`src/rtl/fetch_ctrl.sv`:
```
// Instruction-fetch sequencer: owns the sequential PC, runs the SRAM-like instruction bus
// and presents one {pc, inst} at a time. Optional cancel counter enabled by FETCH_PERF_CNT_EN.
module fetch_ctrl #(
    parameter logic [31:0] RESET_PC = 32'hBFC0_0000,
    parameter logic [31:0] PC_STEP  = 32'd4
) (
    input  logic        clk,
    input  logic        reset,
    input  logic        redirect_valid,
    input  logic [31:0] redirect_pc,
    input  logic        post_allowin,
    output logic        out_valid,
    output logic [31:0] out_pc,
    output logic [31:0] out_inst,
    output logic        inst_req,
    output logic [31:0] inst_addr,
    input  logic        inst_addr_ok,
    input  logic        inst_data_ok,
    input  logic [31:0] inst_rdata
`ifdef FETCH_PERF_CNT_EN
    ,
    output logic [31:0] cancel_cnt
`endif
);

    typedef enum logic [2:0] {
        IDLE   = 3'd0,
        REQ    = 3'd1,
        WAIT   = 3'd2,
        HOLD   = 3'd3,
        CANCEL = 3'd4
    } state_t;

    state_t      state_q, state_d;
    logic [31:0] seq_pc_q, seq_pc_d;
    logic [31:0] req_pc_q, req_pc_d;
    logic        out_valid_q, out_valid_d;
    logic [31:0] out_pc_q, out_pc_d;
    logic [31:0] out_inst_q, out_inst_d;

    // Handshakes: a bus request is accepted on a cycle with inst_req && inst_addr_ok;
    // a response is consumed on inst_data_ok while a request is outstanding; the
    // fetch stage takes the presented word on out_valid && post_allowin.
    always_comb begin
        state_d     = state_q;
        seq_pc_d    = seq_pc_q;
        req_pc_d    = req_pc_q;
        out_valid_d = out_valid_q;
        out_pc_d    = out_pc_q;
        out_inst_d  = out_inst_q;
        unique case (state_q)
            IDLE: state_d = REQ;
            REQ: begin
                if (inst_addr_ok) begin
                    req_pc_d = seq_pc_q;
                    seq_pc_d = seq_pc_q + PC_STEP;
                    state_d  = redirect_valid ? CANCEL : WAIT;
                end
            end
            WAIT: begin
                if (redirect_valid) begin
                    state_d = inst_data_ok ? REQ : CANCEL;
                end else if (inst_data_ok) begin
                    out_pc_d    = req_pc_q;
                    out_inst_d  = inst_rdata;
                    out_valid_d = 1'b1;
                    state_d     = HOLD;
                end
            end
            HOLD: begin
                if (redirect_valid || post_allowin) begin
                    out_valid_d = 1'b0;
                    state_d     = REQ;
                end
            end
            // A response drained together with a new redirect leaves nothing in flight.
            CANCEL: if (inst_data_ok) state_d = REQ;
            default: state_d = IDLE;
        endcase
        if (redirect_valid) seq_pc_d = redirect_pc;
    end

    always_ff @(posedge clk) begin
        if (reset) begin
            state_q     <= IDLE;
            seq_pc_q    <= RESET_PC;
            req_pc_q    <= 32'd0;
            out_valid_q <= 1'b0;
            out_pc_q    <= 32'd0;
            out_inst_q  <= 32'd0;
        end else begin
            state_q     <= state_d;
            seq_pc_q    <= seq_pc_d;
            req_pc_q    <= req_pc_d;
            out_valid_q <= out_valid_d;
            out_pc_q    <= out_pc_d;
            out_inst_q  <= out_inst_d;
        end
    end

    assign inst_req  = (state_q == REQ);
    assign inst_addr = seq_pc_q;
    assign out_valid = out_valid_q;
    assign out_pc    = out_pc_q;
    assign out_inst  = out_inst_q;

`ifdef FETCH_PERF_CNT_EN
    logic [31:0] cancel_cnt_q, cancel_cnt_d;
    logic        discard;

    always_comb begin
        discard      = inst_data_ok &&
                       ((state_q == CANCEL) || ((state_q == WAIT) && redirect_valid));
        cancel_cnt_d = cancel_cnt_q + {31'd0, discard};
    end

    always_ff @(posedge clk) begin
        if (reset) cancel_cnt_q <= 32'd0;
        else       cancel_cnt_q <= cancel_cnt_d;
    end

    assign cancel_cnt = cancel_cnt_q;
`endif

endmodule

```
`config.mk`:
```
export PLATFORM = sky130hd
export DESIGN_NAME = fetch_ctrl
export DESIGN_NICKNAME = d
export VERILOG_FILES = /design/src/rtl/fetch_ctrl.sv
export SDC_FILE = /design/constraint.sdc
export NUM_CORES = 1
export LEC_CHECK = 0
export ABC_AREA = 0
export ABC_CLOCK_PERIOD_IN_PS = 2000
export CAP_MARGIN = 20
export CORE_MARGIN = 3
export CORE_UTILIZATION = 40
export CTS_BUF_LIST = sky130_fd_sc_hd__clkbuf_4 sky130_fd_sc_hd__clkbuf_8
export DETAILED_ROUTE_END_ITERATION = 8
export PLACE_DENSITY_LB_ADDON = 0.05
export SYNTH_ARGS = -nofsm -noshare
export SYNTH_HDL_FRONTEND = slang
export SYNTH_SLANG_ARGS = --single-unit
export TNS_END_PERCENT = 1
```
`constraint.sdc`:
```
create_clock -name clk -period 2 [get_ports clk]
set_clock_uncertainty 0.05 [all_clocks]
set_input_delay 0.2 -clock clk [delete_from_list [all_inputs] [get_ports clk]]
set_output_delay 0.2 -clock clk [all_outputs]
set_load 0.03 [all_outputs]
```
==> impl_metrics.tcl, run 1 <==
set metrics [dict create \
    crit_family "simple AND/OR/NAND/NOR gates" \
    insertion_delay_ns 0.44 \
    cpMaxStageDelayCell "or4_1" \
    track_usage 0.212 \
    synth_top_flop_cell "dfxtp_1" \
    synth-edff-count 0 \
    grt_first_pass_wirelength_um 25100 \
    final_util 0.632 \
    rows 41 \
    vias_per_cell 5.06 \
    antenna_left 0 \
    drt-wirelength-per-cell_um 14.8 \
    max_freq_mhz 496 \
    final_nets 958 \
    cts_sinks 132 \
    synth_nets 763 \
    ys_ff_latch 132 \
    setup-tns-final_ns -0.0148 \
    first_iter_violations 294 \
    synthDistinctLibCells 45 \
    ys_warn_count 0 \
    async_flop_share 0 \
    initial_core_util 0.418 \
    total_power_w 0.00630 \
    p_per_area_nw_per_um2 771 \
    outcome "complete, but fails checks" \
    cap_violations 0 \
    fin_crit_sh 1.01 \
    startpoint "inst_addr[19]$_SDFFE_PP0P_" \
    overflow 0 \
    cts_tree "built" \
    crit_path_start_kind "register" \
    r2r-start "inst_addr[19]$_SDFFE_PP0P_" \
    path_max_fanout 3 \
    postCtsSetupRepairBufs 0 \
    cts.path.max_buffers 2 \
    htreeDepth 4 \
    drc_errors 0 \
    rsz0062_at_grt "true" \
    num_io_pins 168 \
    totalWireLength_um 15800 \
    max-slew-margin-rel 0.691 \
    worst_pin_slew_ns 0.452 \
    netlist_instances 692 \
    dr.pass1.iters 5 \
    antennaDiodeCount 0 \
    core_area_um2 12900 \
    syn-cell-area_um2 5400 \
    antenna_found_initial 0 \
    globalplace.congestion 0.864 \
    cts_root_buf "clkbuf_8" \
    multi_input_area_um2 2570 \
    worstPathArrival_ns 2.33 \
    worst-path-stages 5 \
    path_cells "nand4_4 > or4_1 > or4_4 > or3_1 > a31oi_1" \
    r2r_setup_slack_ns -0.01 \
    reg2reg_to "inst_addr[31]$_SDFFE_PP1P_" \
    fp.dieArea_um2 14900 \
    cts.clk_slew.worst_paths_ns 0.08 \
    seqCellArea_um2 2690 \
    crit_buf_inv 0 \
    final-max-slew-violation-count 0 \
    hold_slack_ns 0.101 \
    numCtsBuffers 17 \
    required_ns 2.31 \
    drive_above_1_share 0.133 \
    p_leak_nw 3.01 \
    ys_seq_area_frac 0.489 \
    hold_path_class "primary input to register" \
    dp_hpwl_um 11600 \
    fin_ws_ns -0.0148 \
    grt_pass1_vias 5100 \
    port_buffers 167 \
    setup_viol 1 \
    grt_max_degree 49 \
    finalHoldViolCount 0 \
    min_period_ns 2.01 \
    die_h_um 122 \
    synthToLayoutAreaGrowth_pct 51.2 \
    fill_cells 1168 \
    critPathKind "register to register" \
    violations "setup timing" \
    worstRegToRegCells 5 \
    avgSynthCellArea_um2 7.81 \
    die_width_um 122 \
    endpoint "inst_addr[31]$_SDFFE_PP1P_" \
    critPathCaptureType "register" \
    max_stage_delay_ns 0.47 \
    ir_drop_mv 0.457 \
    vias 5424 \
]
==> where the power goes <==
group	internal (W)	switching [W]
Sequential	0.00271	0.0000560
Clock	0.00175	0.000996
Combinational	0.000372	0.000421
Total	0.00483	0.00147
==> per-layer routing <==
metal | share of wire | GRT usage | vias up
met2 | 0.49 | 0.353 | 152
met1 | 0.44 | 0.268 | 2545
li1 | - | - | 2708
met4 | 0.015 | 0.0665 | 0
met3 | 0.056 | 0.0571 | 19
met5 | 0 | 0 | -
==> placed cells by master, fill, tap and decap left out, types with 11 or more instances in the layout <==
| master | synthesis | routed |
|---|---|---|
| nand2_1 | 212 | 212 |
| clkdlybuf4s50_1 | 0 | 159 |
| a21oi_1 | 115 | 115 |
| dfxtp_1 | 132 | 113 |
| buf_4 | 0 | 53 |
| nor2_1 | 23 | 22 |
| clkbuf_8 | 0 | 20 |
| inv_1 | 18 | 18 |
| nor3_1 | 15 | 15 |
| xnor2_1 | 13 | 13 |
| o21a_1 | 12 | 12 |
| nand3_1 | 12 | 11 |
| dfxtp_2 | 0 | 11 |
==> synth_stat cells (2+ instances only) <==
cell type  number  area (um2)
nor4_1          9        56.3
o21ai_0         5        25.0
nand4_1        10        62.6
nor2_1         23        86.3
a31oi_1         2        12.5
a311oi_1        2        17.5
clkbuf_1       40         150
nor4b_1         2        17.5
o21bai_1        3        22.5
nand2_1       212         796
xnor2_1        13         114
nand3_1        12        60.1
a21oi_1       115         576
a2111oi_0       2        17.5
a21o_1          2        15.0
o21a_1         12        90.1
buf_1           5        18.8
dfxtp_1       132        2640
a211oi_1        3        22.5
nor3_1         15        75.1
inv_1          18        67.6
nor3b_1         4        30.0
xor2_1          7        61.3
and4_1          3        26.3
and2_1          3        18.8
nand2b_1        3        18.8
buf_2           2        10.0
mux2i_1        10         100
nor2b_1         5        31.3
or3_1           3        18.8
==> sequential cells by signal, summed over array words and instances, names as in the netlist <==
name / count
out_inst: 32
state_q: 3
out_valid: 1
out_pc: 32
req_pc_q: 32
inst_addr: 32
==> stage by stage <==
stage	setup WS (ns)	instance area, um2	std cells
final	-0.0148	8170	1071
after global routing	-0.0650	8170	1071
after CTS	-0.0578	8130	1071
after detailed placement	-0.326	7640	1040
after global placement	-0.302	7640	1040
after floorplan	-0.134	5460	692
==> how the worst min path moves through the flow <==
stage	from	end	slack [ns]	depth (start not counted)
after global placement	req_pc_q[31]$_SDFFE_PP0P_	out_pc[31]$_SDFFE_PP0P_	0.39	2
after floorplan	redirect_pc[13]	inst_addr[13]$_SDFFE_PP0P_	0.28	2
final	reset	inst_addr[4]$_SDFFE_PP0P_	0.10	2
after CTS	reset	inst_addr[4]$_SDFFE_PP0P_	0.07	2
after global routing	reset	inst_addr[2]$_SDFFE_PP0P_	0.09	2
after detailed placement	req_pc_q[20]$_SDFFE_PP0P_	out_pc[20]$_SDFFE_PP0P_	0.39	2
==> area by class of cell <==
| class | count | area share |
|---|---|---|
| flip-flops and latches | 132 | 0.329 |
| multi-input cells | 495 | 0.314 |
| repair buffers | 223 | 0.262 |
| clock buffers | 23 | 0.0364 |
| well taps | 172 | 0.0263 |
| clock inverters | 8 | 0.0239 |
| inverters | 18 | 0.00827 |
==> timing repair <==
action | CTS | global route
resized for setup | 2 | 7
pin swaps | 0 | 1
hold buffers | 0 | 0
setup endpoints to repair | 3 | 11
==> kinds of logic after synthesis <==
group | count (synthesis) | share of synthesized area
simple gates | 313 | 0.256
compound gates | 151 | 0.156
flops | 132 | 0.489
buf+inv | 65 | 0.0456
xor+xnor | 20 | 0.0324
mux | 10 | 0.0185
fa+ha+maj | 1 | 0.00232
(Power assumes the default switching activity.)
==> inputs of run 2 (changes only) <==
--- a/config.mk
+++ b/config.mk
@@ -12,7 +12,8 @@
 export CORE_UTILIZATION = 40
 export CTS_BUF_LIST = sky130_fd_sc_hd__clkbuf_4 sky130_fd_sc_hd__clkbuf_8
 export DETAILED_ROUTE_END_ITERATION = 8
-export PLACE_DENSITY_LB_ADDON = 0.05
+export GPL_TIMING_DRIVEN = 0
+export PLACE_DENSITY = 0.72
 export SYNTH_ARGS = -nofsm -noshare
 export SYNTH_HDL_FRONTEND = slang
 export SYNTH_SLANG_ARGS = --single-unit
==> impl_metrics.tcl, run 2 (synthesized netlist as in run 1, its figures left out) <==
set metrics [dict create \
    r2r_setup_slack_ns -0.13 \
    violations "setup timing" \
    synthToLayoutAreaGrowth_pct 47.4 \
    max-slew-margin-rel 0.500 \
    critPathCaptureType "register" \
    p_per_area_nw_per_um2 693 \
    crit_path_start_kind "register" \
    initial_core_util 0.418 \
    hold-path-cell-count 3 \
    cts.path.max_buffers 2 \
    drive_above_1_share 0.112 \
    final_util 0.616 \
    postCtsHoldBufs 0 \
    cts.clk_slew.worst_paths_ns 0.07 \
    track_usage 0.227 \
    rsz0062_at_grt "true" \
    critPathKind "register to register" \
    overflow 0 \
    final_nets 967 \
    setup-tns-final_ns -0.209 \
    total_power_w 0.00552 \
    core_area_um2 12900 \
    hold_end "out_inst[0]$_SDFFE_PP0P_" \
    grt_pass1_vias 5252 \
    dp_hpwl_um 12700 \
    antennaDiodeCount 0 \
    required_ns 2.31 \
    totalWireLength_um 17100 \
    fin_area_um2 7970 \
    dr.pass1.iters 5 \
    vias_per_cell 5.16 \
    insertion_delay_ns 0.44 \
    final_cell_mix "nand2_1, clkdlybuf4s50_1, a21oi_1" \
    rows 41 \
    drc_errors 0 \
    seqCellArea_um2 2710 \
    final-max-slew-violation-count 0 \
    hold_path_class "primary input to register" \
    port_buffers 166 \
    worst_pin_slew_ns 0.751 \
    cts_sinks 132 \
    fin_ws_ns -0.129 \
    setup_viol 5 \
    cts_tree "built" \
    reg2reg_to "inst_addr[31]$_SDFFE_PP1P_" \
    r2r-start "inst_addr[22]$_SDFFE_PP1P_" \
    multi_input_area_um2 2620 \
    fin_crit_sh 1.06 \
    finalHoldViolCount 0 \
    grt_first_pass_wirelength_um 26500 \
    min_period_ns 2.13 \
    grt_max_degree 17 \
    cts_root_buf "clkbuf_8" \
    globalplace.congestion 0.903 \
    worstRegToRegCells 5 \
    numCtsBuffers 17 \
    drt-wirelength-per-cell_um 15.9 \
    layout_commonest_cell "nand2_1" \
    dpl_cell_area_um2 7340 \
    p_leak_nw 2.83 \
    first_iter_violations 366 \
    fp.dieArea_um2 14900 \
    vias 5555 \
    fill_cells 1162 \
    worstPathArrival_ns 2.44 \
    num_io_pins 168 \
    antenna_found_initial 0 \
    die_h_um 122 \
    hold_start "inst_rdata[0]" \
    ir_drop_mv 0.403 \
    path_max_fanout 6 \
    cap_violations 0 \
    htreeDepth 4 \
    die_width_um 122 \
    max_freq_mhz 470 \
    outcome "complete, but fails checks" \
    antenna_left 0 \
]
## run 2: cell types whose count changed in the layout (fill, tap and decap cells not counted), moves of 5 or more
cell / before / now
buf_4: 53 / 21
clkbuf_1: 0 / 30
dfxtp_4: 8 / 16
bufinv_16: 6 / 0
clkbuf_2: 0 / 5
clkdlybuf4s50_1: 159 / 164
dfxtp_2: 11 / 6
## run 2: final cells by class
cell class / instances / area share
Buffer: 44 / 0.0226
Clock buffer: 23 / 0.0390
Clock inverter: 5 / 0.00330
Inverter: 18 / 0.00848
Multi-Input combinational cell: 495 / 0.329
Sequential cell: 132 / 0.340
Tap cell: 172 / 0.0270
Timing Repair Buffer: 188 / 0.230
## run 2: timing repair
item / 4_1_cts / 5_1_grt
buffers inserted: 18 / 4
endpoints found under the setup margin: 104 / 104
pin swaps: 12 / 7
resized for setup: 20 / 31
## run 2: through the flow
stage	hold WS, ns	setup slack (ns)	std cells
finish	0.254	-0.129	1077
global route	0.234	-0.168	1077
CTS	0.225	-0.183	1073
detailed placement	0.395	-0.640	1030
global placement	0.392	-0.612	1030
floorplan	0.284	-0.134	692
## run 2: critical path: stages, from the launching register on
cell and delay (ns):
dfxtp_4 0.40, inv_1 0.07, or4_4 0.52, or4_4 0.45, or3_1 0.37, a31oi_1 0.19
## run 2: metal layers
metal  GRT usage  share of wire  up-vias
li1            -              -     2735
met1       0.306           0.44     2612
met2       0.359           0.47      179
met3      0.0535          0.064       29
met4      0.0763          0.020        0
met5           0              0        -
## run 2: how the worst max path moves through the flow
stage | end | cells past startpoint | startpoint | slack, ns
global placement | inst_addr[23]$_SDFFE_PP1P_ | 7 | inst_addr_ok | -0.61
floorplan | inst_addr[31]$_SDFFE_PP1P_ | 6 | inst_addr[21]$_SDFFE_PP0P_ | -0.13
detailed placement | inst_addr[23]$_SDFFE_PP1P_ | 7 | inst_addr_ok | -0.64
global route | inst_addr[31]$_SDFFE_PP1P_ | 5 | state_q[1]$_SDFFE_PP0P_ | -0.17
finish | inst_addr[31]$_SDFFE_PP1P_ | 5 | inst_addr[22]$_SDFFE_PP1P_ | -0.13
CTS | inst_addr[31]$_SDFFE_PP1P_ | 5 | inst_addr[26]$_SDFFE_PP1P_ | -0.18
## run 2: power by group
| group | internal (W) | switching, W |
|---|---|---|
| logic | 0.000355 | 0.000411 |
| clock network | 0.00100 | 0.000956 |
| registers | 0.00270 | 0.0000940 |
| total | 0.00406 | 0.00146 |
